## src/rtl/pulse_pkg.sv

```systemverilog
// Shared definitions for the pulse capture front end and its downstream decoder.
package pulse_pkg;

  localparam int DEF_WIDTH_BITS    = 12;
  localparam int DEF_SYNC_STAGES   = 2;
  localparam int DEF_GLITCH_CYCLES = 3;
  localparam int DEF_FIFO_DEPTH    = 4;

  typedef struct packed {
    logic                      level;
    logic [DEF_WIDTH_BITS-1:0] width;
  } pulse_sym_t;

  typedef enum logic {
    ARM_IDLE = 1'b0,
    ARM_LIVE = 1'b1
  } arm_state_t;

endpackage

```

## src/rtl/pulse_capture_if.sv

```systemverilog
// Symbol output handshake between pulse_capture (master) and the decoder (slave).
interface pulse_capture_if
  import pulse_pkg::*;
#(
  parameter int WIDTH_BITS = DEF_WIDTH_BITS
);

  logic                  sym_valid;
  logic                  sym_ready;
  logic                  sym_level;
  logic [WIDTH_BITS-1:0] sym_width;
  logic                  overflow;

  modport master (
    output sym_valid, sym_level, sym_width, overflow,
    input  sym_ready
  );

  modport slave (
    input  sym_valid, sym_level, sym_width, overflow,
    output sym_ready
  );

endinterface

```

## src/rtl/sync_fifo.sv

```systemverilog
// Small single-clock FIFO; head entry is driven straight from the storage registers.
module sync_fifo #(
  parameter int DATA_W = 13,
  parameter int DEPTH  = 4
) (
  input  logic              clk,
  input  logic              rst_n,
  input  logic              push_i,
  input  logic [DATA_W-1:0] push_data_i,
  input  logic              pop_i,
  output logic [DATA_W-1:0] rd_data_o,
  output logic              full_o,
  output logic              empty_o
);

  localparam int AW = (DEPTH > 1) ? $clog2(DEPTH) : 1;
  localparam logic [AW:0] FULL_CNT = DEPTH[AW:0];

  logic [DATA_W-1:0] mem_q [DEPTH];
  logic [AW-1:0]     wr_ptr_q, rd_ptr_q;
  logic [AW:0]       count_q, count_d;
  logic              do_push, do_pop;

  assign empty_o   = (count_q == '0);
  assign full_o    = (count_q == FULL_CNT);
  assign do_pop    = pop_i && !empty_o;
  // A write into a full buffer is allowed when the head leaves in the same cycle.
  assign do_push   = push_i && (!full_o || do_pop);
  assign rd_data_o = mem_q[rd_ptr_q];

  always_comb begin
    count_d = count_q;
    if (do_push && !do_pop) begin
      count_d = count_q + 1'b1;
    end else if (!do_push && do_pop) begin
      count_d = count_q - 1'b1;
    end
  end

  always_ff @(posedge clk or negedge rst_n) begin
    if (!rst_n) begin
      for (int i = 0; i < DEPTH; i++) begin
        mem_q[i] <= '0;
      end
      wr_ptr_q <= '0;
      rd_ptr_q <= '0;
      count_q  <= '0;
    end else begin
      if (do_push) begin
        mem_q[wr_ptr_q] <= push_data_i;
        wr_ptr_q        <= wr_ptr_q + 1'b1;
      end
      if (do_pop) begin
        rd_ptr_q <= rd_ptr_q + 1'b1;
      end
      count_q <= count_d;
    end
  end

endmodule

```

## src/rtl/pulse_capture.sv

```systemverilog
// Synchronizes and deglitches a raw pulse line, measures segment widths between
// filtered edges and queues {level, width} symbols for a downstream decoder.
//
//   state    | meaning
//   ARM_IDLE | start time of the current segment unknown; next edge is not reported
//   ARM_LIVE | current segment began at a seen edge; next edge pushes a symbol
module pulse_capture
  import pulse_pkg::*;
#(
  parameter int WIDTH_BITS    = DEF_WIDTH_BITS,
  parameter int SYNC_STAGES   = DEF_SYNC_STAGES,
  parameter int GLITCH_CYCLES = DEF_GLITCH_CYCLES,
  parameter int FIFO_DEPTH    = DEF_FIFO_DEPTH
) (
  input  logic             clk,
  input  logic             rst_n,
  input  logic             ena,
  input  logic             din,
  pulse_capture_if.master  sym
);

  localparam int GW    = $clog2(GLITCH_CYCLES + 1);
  localparam int SYM_W = WIDTH_BITS + 1;
  localparam logic [GW-1:0]         GLITCH_LAST = GW'(GLITCH_CYCLES - 1);
  localparam logic [WIDTH_BITS-1:0] CNT_ONE     = {{(WIDTH_BITS-1){1'b0}}, 1'b1};
  localparam logic [WIDTH_BITS-1:0] CNT_MAX     = '1;

  logic [SYNC_STAGES-1:0] sync_q;
  logic                   din_s;
  logic                   level_q, level_d;
  logic [GW-1:0]          stab_q, stab_d;
  logic [WIDTH_BITS-1:0]  cnt_q, cnt_d;
  arm_state_t             arm_q, arm_d;
  logic                   ovf_q, ovf_d;
  logic                   flt_edge;
  logic                   push, pop;
  logic                   fifo_full, fifo_empty;
  logic [SYM_W-1:0]       rd_data;

  assign din_s = sync_q[SYNC_STAGES-1];

  always_ff @(posedge clk or negedge rst_n) begin
    if (!rst_n) begin
      sync_q  <= '0;
      level_q <= 1'b0;
      stab_q  <= '0;
      cnt_q   <= '0;
      arm_q   <= ARM_IDLE;
      ovf_q   <= 1'b0;
    end else begin
      sync_q  <= {sync_q[SYNC_STAGES-2:0], din};
      level_q <= level_d;
      stab_q  <= stab_d;
      cnt_q   <= cnt_d;
      arm_q   <= arm_d;
      ovf_q   <= ovf_d;
    end
  end

  always_comb begin
    level_d  = level_q;
    stab_d   = stab_q;
    cnt_d    = cnt_q;
    arm_d    = arm_q;
    flt_edge = 1'b0;
    if (!ena) begin
      arm_d = ARM_IDLE;
    end else begin
      if (din_s != level_q) begin
        if (stab_q == GLITCH_LAST) begin
          flt_edge = 1'b1;
          level_d  = ~level_q;
          stab_d   = '0;
        end else begin
          stab_d = stab_q + 1'b1;
        end
      end else begin
        stab_d = '0;
      end
      // The count keeps running through rejected excursions; only accepted edges restart it.
      if (flt_edge) begin
        cnt_d = CNT_ONE;
        arm_d = ARM_LIVE;
      end else if (cnt_q != CNT_MAX) begin
        cnt_d = cnt_q + 1'b1;
      end
    end
  end

  assign push  = flt_edge && (arm_q == ARM_LIVE);
  assign pop   = !fifo_empty && sym.sym_ready;
  assign ovf_d = ovf_q | (push & fifo_full & ~pop);

  sync_fifo #(
    .DATA_W (SYM_W),
    .DEPTH  (FIFO_DEPTH)
  ) u_fifo (
    .clk         (clk),
    .rst_n       (rst_n),
    .push_i      (push),
    .push_data_i ({level_q, cnt_q}),
    .pop_i       (pop),
    .rd_data_o   (rd_data),
    .full_o      (fifo_full),
    .empty_o     (fifo_empty)
  );

  assign sym.sym_valid = !fifo_empty;
  assign sym.sym_level = rd_data[SYM_W-1];
  assign sym.sym_width = rd_data[WIDTH_BITS-1:0];
  assign sym.overflow  = ovf_q;

endmodule
```

## src/flat_wrapper.sv

```systemverilog
// flat-port wrapper written by rule: the top's interface ports become plain ports
module pulse_capture_flat import pulse_pkg::*;
#(
  parameter int WIDTH_BITS    = DEF_WIDTH_BITS,
  parameter int SYNC_STAGES   = DEF_SYNC_STAGES,
  parameter int GLITCH_CYCLES = DEF_GLITCH_CYCLES,
  parameter int FIFO_DEPTH    = DEF_FIFO_DEPTH
)
  (clk, rst_n, ena, din, sym_sym_valid, sym_sym_level, sym_sym_width, sym_overflow, sym_sym_ready);
  pulse_capture_if #(.WIDTH_BITS(WIDTH_BITS)) sym_i ();
  input  logic clk;
  input  logic rst_n;
  input  logic ena;
  input  logic din;
  output wire logic [$bits(sym_i.sym_valid)-1:0] sym_sym_valid;
  output wire logic [$bits(sym_i.sym_level)-1:0] sym_sym_level;
  output wire logic [$bits(sym_i.sym_width)-1:0] sym_sym_width;
  output wire logic [$bits(sym_i.overflow)-1:0] sym_overflow;
  input wire logic [$bits(sym_i.sym_ready)-1:0] sym_sym_ready;
  assign sym_sym_valid = sym_i.sym_valid;
  assign sym_sym_level = sym_i.sym_level;
  assign sym_sym_width = sym_i.sym_width;
  assign sym_overflow = sym_i.overflow;
  assign sym_i.sym_ready = sym_sym_ready;
  pulse_capture #(.WIDTH_BITS(WIDTH_BITS), .SYNC_STAGES(SYNC_STAGES), .GLITCH_CYCLES(GLITCH_CYCLES), .FIFO_DEPTH(FIFO_DEPTH)) u_core (.clk(clk), .rst_n(rst_n), .ena(ena), .din(din), .sym(sym_i));
endmodule
```

## config.mk

```make
export PLATFORM = sky130hd
export DESIGN_NAME = pulse_capture_flat
export DESIGN_NICKNAME = d
export VERILOG_FILES = /design/src/rtl/pulse_pkg.sv /design/src/rtl/pulse_capture_if.sv /design/src/rtl/sync_fifo.sv /design/src/rtl/pulse_capture.sv /design/src/flat_wrapper.sv
export SDC_FILE = /design/constraint.sdc
export NUM_CORES = 1
export LEC_CHECK = 0
export CORE_UTILIZATION = 54
export CTS_CLUSTER_DIAMETER = 60
export DETAILED_ROUTE_END_ITERATION = 6
export GPL_TIMING_DRIVEN = 0
export PLACE_DENSITY = 0.77
export SETUP_SLACK_MARGIN = 0.2
export SYNTH_ARGS = -nofsm -noshare
export SYNTH_HDL_FRONTEND = slang
export SYNTH_SLANG_ARGS = --single-unit
```

## constraint.sdc

```tcl
create_clock -name clk -period 2.3 [get_ports clk]
set_input_delay 0.46 -clock clk [delete_from_list [all_inputs] [get_ports clk]]
set_output_delay 0.46 -clock clk [all_outputs]
set_load 0.03 [all_outputs]
```

==> results of run 1 <==
-- what timing repair did --
item,CTS,global route
resized for setup,94,34
pin swaps,6,5
setup buffers,11,6
hold buffers,1,0
setup endpoints to repair,16,21
endpoints found under the hold margin,13,0
cloned,0,1
-- metal layers --
| metal | wire length, µm | track usage | vias up | share of wire |
|---|---|---|---|---|
| met5 | 0 | 0 | - | 0 |
| met4 | 105 | 0.0847 | 0 | 0.015 |
| met3 | 143 | 0.0383 | 9 | 0.021 |
| met2 | 3590 | 0.367 | 23 | 0.52 |
| met1 | 3080 | 0.289 | 1212 | 0.44 |
| li1 | - | - | 1062 | - |
-- report_power, final --
part	total, W	internal (W)	switching, W	leakage (nW)
Combinational	0.00129	0.000718	0.000570	0.975
Sequential	0.00167	0.00153	0.000145	1.05
Clock	0.000918	0.000428	0.000490	0.0909
Total	0.00388	0.00267	0.00120	2.12
-- cell families (layout without fill, tap and decap cells) --
family	count (synthesis)	in the layout	share of synthesized area
buf+inv	22	77	0.0444
simple gates	52	52	0.0783
compound gates	27	27	0.0512
flops	78	78	0.529
mux	70	70	0.253
xor+xnor	7	7	0.0186
fa+ha+maj	7	7	0.0258
-- critical path, delay by kind of cell (launching register included) --
| kind | cells | cell delay [ns] |
|---|---|---|
| fa+ha+maj | 2 | 0.57 |
| buf+inv | 2 | 0.17 |
| mux | 1 | 0.28 |
| flops | 1 | 0.40 |
| simple gates | 2 | 0.73 |
-- area by class of cell --
class / count / area (µm²) / area share
plain buffers: 16 / 184 / 0.0411
clock buffers: 12 / 145 / 0.0324
clock inverters: 4 / 31.3 / 0.00699
inverters: 6 / 22.5 / 0.00503
multi-input cells: 163 / 1640 / 0.366
flip-flops and latches: 78 / 1950 / 0.437
well taps: 77 / 96.3 / 0.0215
repair buffers: 39 / 407 / 0.0908
-- state kept, by name, summed over array words and instances (netlist names) --
name	cells
u_core.sym.overflow	1
u_core.level_q	1
u_core.arm_q	1
u_core.u_fifo.wr_ptr_q	2
u_core.sync_q	2
u_core.u_fifo.mem_q	52
u_core.stab_q	2
u_core.cnt_q	12
u_core.u_fifo.count_q	3
u_core.u_fifo.rd_ptr_q	2
-- cells in the final DEF (no fill, tap or decap), types with 3 or more instances in the layout --
cell           count
mux4_2            13
mux2_2            55
inv_1              5
nor2_1             9
ha_1               5
buf_4             18
o21ai_0            4
clkbuf_8          12
clkbuf_1           4
nand2_1           15
nor2_2             3
buf_6             19
dfrtp_1           76
a21oi_1            3
o31ai_1            3
or4_1              3
xnor2_1            4
dlygate4sd2_1      3
nand3_1            6
-- final timing paths --
kind / start / to / slack, ns / cells past startpoint
max: u_core.u_fifo.count_q[0] / u_core.u_fifo.count_q[1] / 0.03 / 7
min: u_core.sync_q[0] / u_core.sync_q[1] / 0.35 / 0
max reg2reg: u_core.u_fifo.count_q[0] / u_core.u_fifo.count_q[1] / 0.03 / 7
min reg2reg: u_core.sync_q[0] / u_core.sync_q[1] / 0.35 / 0
max in group asynchronous: rst_n / u_core.u_fifo.rd_ptr_q[1] / 1.22 / 3
min in group asynchronous: rst_n / u_core.u_fifo.mem_q[30] / 0.51 / 2
-- per-stage QoR --
stage,setup TNS [ns],instances,area (µm²),power [W],utilization
6_report,0,395,4480,0.00388,0.693
5_1_grt,-0.0254,395,4480,0.00410,0.693
4_1_cts,0,388,4290,0.00370,0.664
3_5_place_dp,-5.00,360,4010,0.00261,0.620
3_3_place_gp,-156.12,359,3980,0.00257,0.616
2_1_floorplan,0,263,3690,0.00236,-
==> reports/qor.csv, run 1 <==
metric,value,unit
grt_use_total,0.219,
nNetsFinal,325,
rows,29,
max_freq,0.440,GHz
drc_errors,0,
power.density,866,mW/mm²
min_period,2.27,ns
status,"finished, final reports clean",
synth_top_area_frac,0.529,
power.leakage,2.12,nW
overflow,0,
synth_cell_types,47,
dieWidth,84.7,µm
whs,0.353,ns
path_cells,"or4b_4, buf_6, and2b_2, ha_4, inv_2, fa_1, mux2_4",
cpMaxStageDelayCell,or4b_4,
cts_sinks,78,
drtIter0Drc,102,
clkTransAtPathRegs,0.08,ns
synth_commonest_cells,"dfrtp_1 (78), mux2_2 (56), nand2_1 (15)",
ys_ff_latch,78,
core,0.00646,mm²
max_stage_delay,0.52,ns
synth_area,0.00369,mm²
crit_path_start_kind,flop,
crit_path_end_kind,flop,
placement.io_buffers,19,
grt_max_degree,66,
period_share,0.989,
syn-instance-count,263,
cts_tree,built,
cp_data_required_time,2.53,ns
die_area,0.00717,mm²
cts_buffers,9,
fillers,465,
hpwl,4.59,mm
slew_headroom,0.721,
drive_above_1_share,0.465,
synth_top_area_cell,dfrtp_1,
ys_top_cells_by_area,"dfrtp_1 (53%), mux2_2 (17%), mux4_2 (7.9%), ha_1 (2.0%), nand2_1 (1.5%)",
crit_fanout,3,
gp_congestion,0.851,
rsz0062_at_grt,true,
area.growth.synth_to_final,21.3,%
antenna_found_initial,0,
synth_area_per_cell,14.0,µm²
synthFlopType,dfrtp_1,
tightest_slew,0.419,ns
ys_warn_count,0,
io_pins,20,
vias,2306,
ir_worst_vdd,0.566,mV
syn-num-nets,275,
h-tree-depth,3,
cts_buffer_depth,2,
diodes,0,
setup_viol,0,
worstPathArrival,2.51,ns
die_h,84.7,µm
vias_per_cell,5.84,
yosysMostFrequentCell,dfrtp_1,
cap_violations,0,
finClkSkew,0.00917,ns
dpl_worst_slack,-0.528,ns
post_drt_wl_per_cell,17.5,µm
final-max-slew-violation-count,0,
clock-root-buffer,clkbuf_8,
worst_slack,0.0252,ns
drt-pass1-iter-count,4,
wl,6.93,mm
async_flop_share,1.00,
grt_first_pass_wirelength,11.9,mm
grt_pass1_vias,2367,
synth_edf_count,0,
synth.yosys.seq_area_share,0.529,
worst-setup-path-type,flop to flop,
hold_viol,0,
initial_core_util,0.571,
clk_latency,0.34,ns
hp-class,flop to flop,
detail-route-antenna-nets,0,
No activity file was read; power rests on OpenSTA's default activity.
==> run 2, diff against run 1 <==
Settings changed: CTS_CLUSTER_DIAMETER 60 to default.
==> results of run 2 <==
No change in the layout: final DEF, timing and power equal those of run 1.
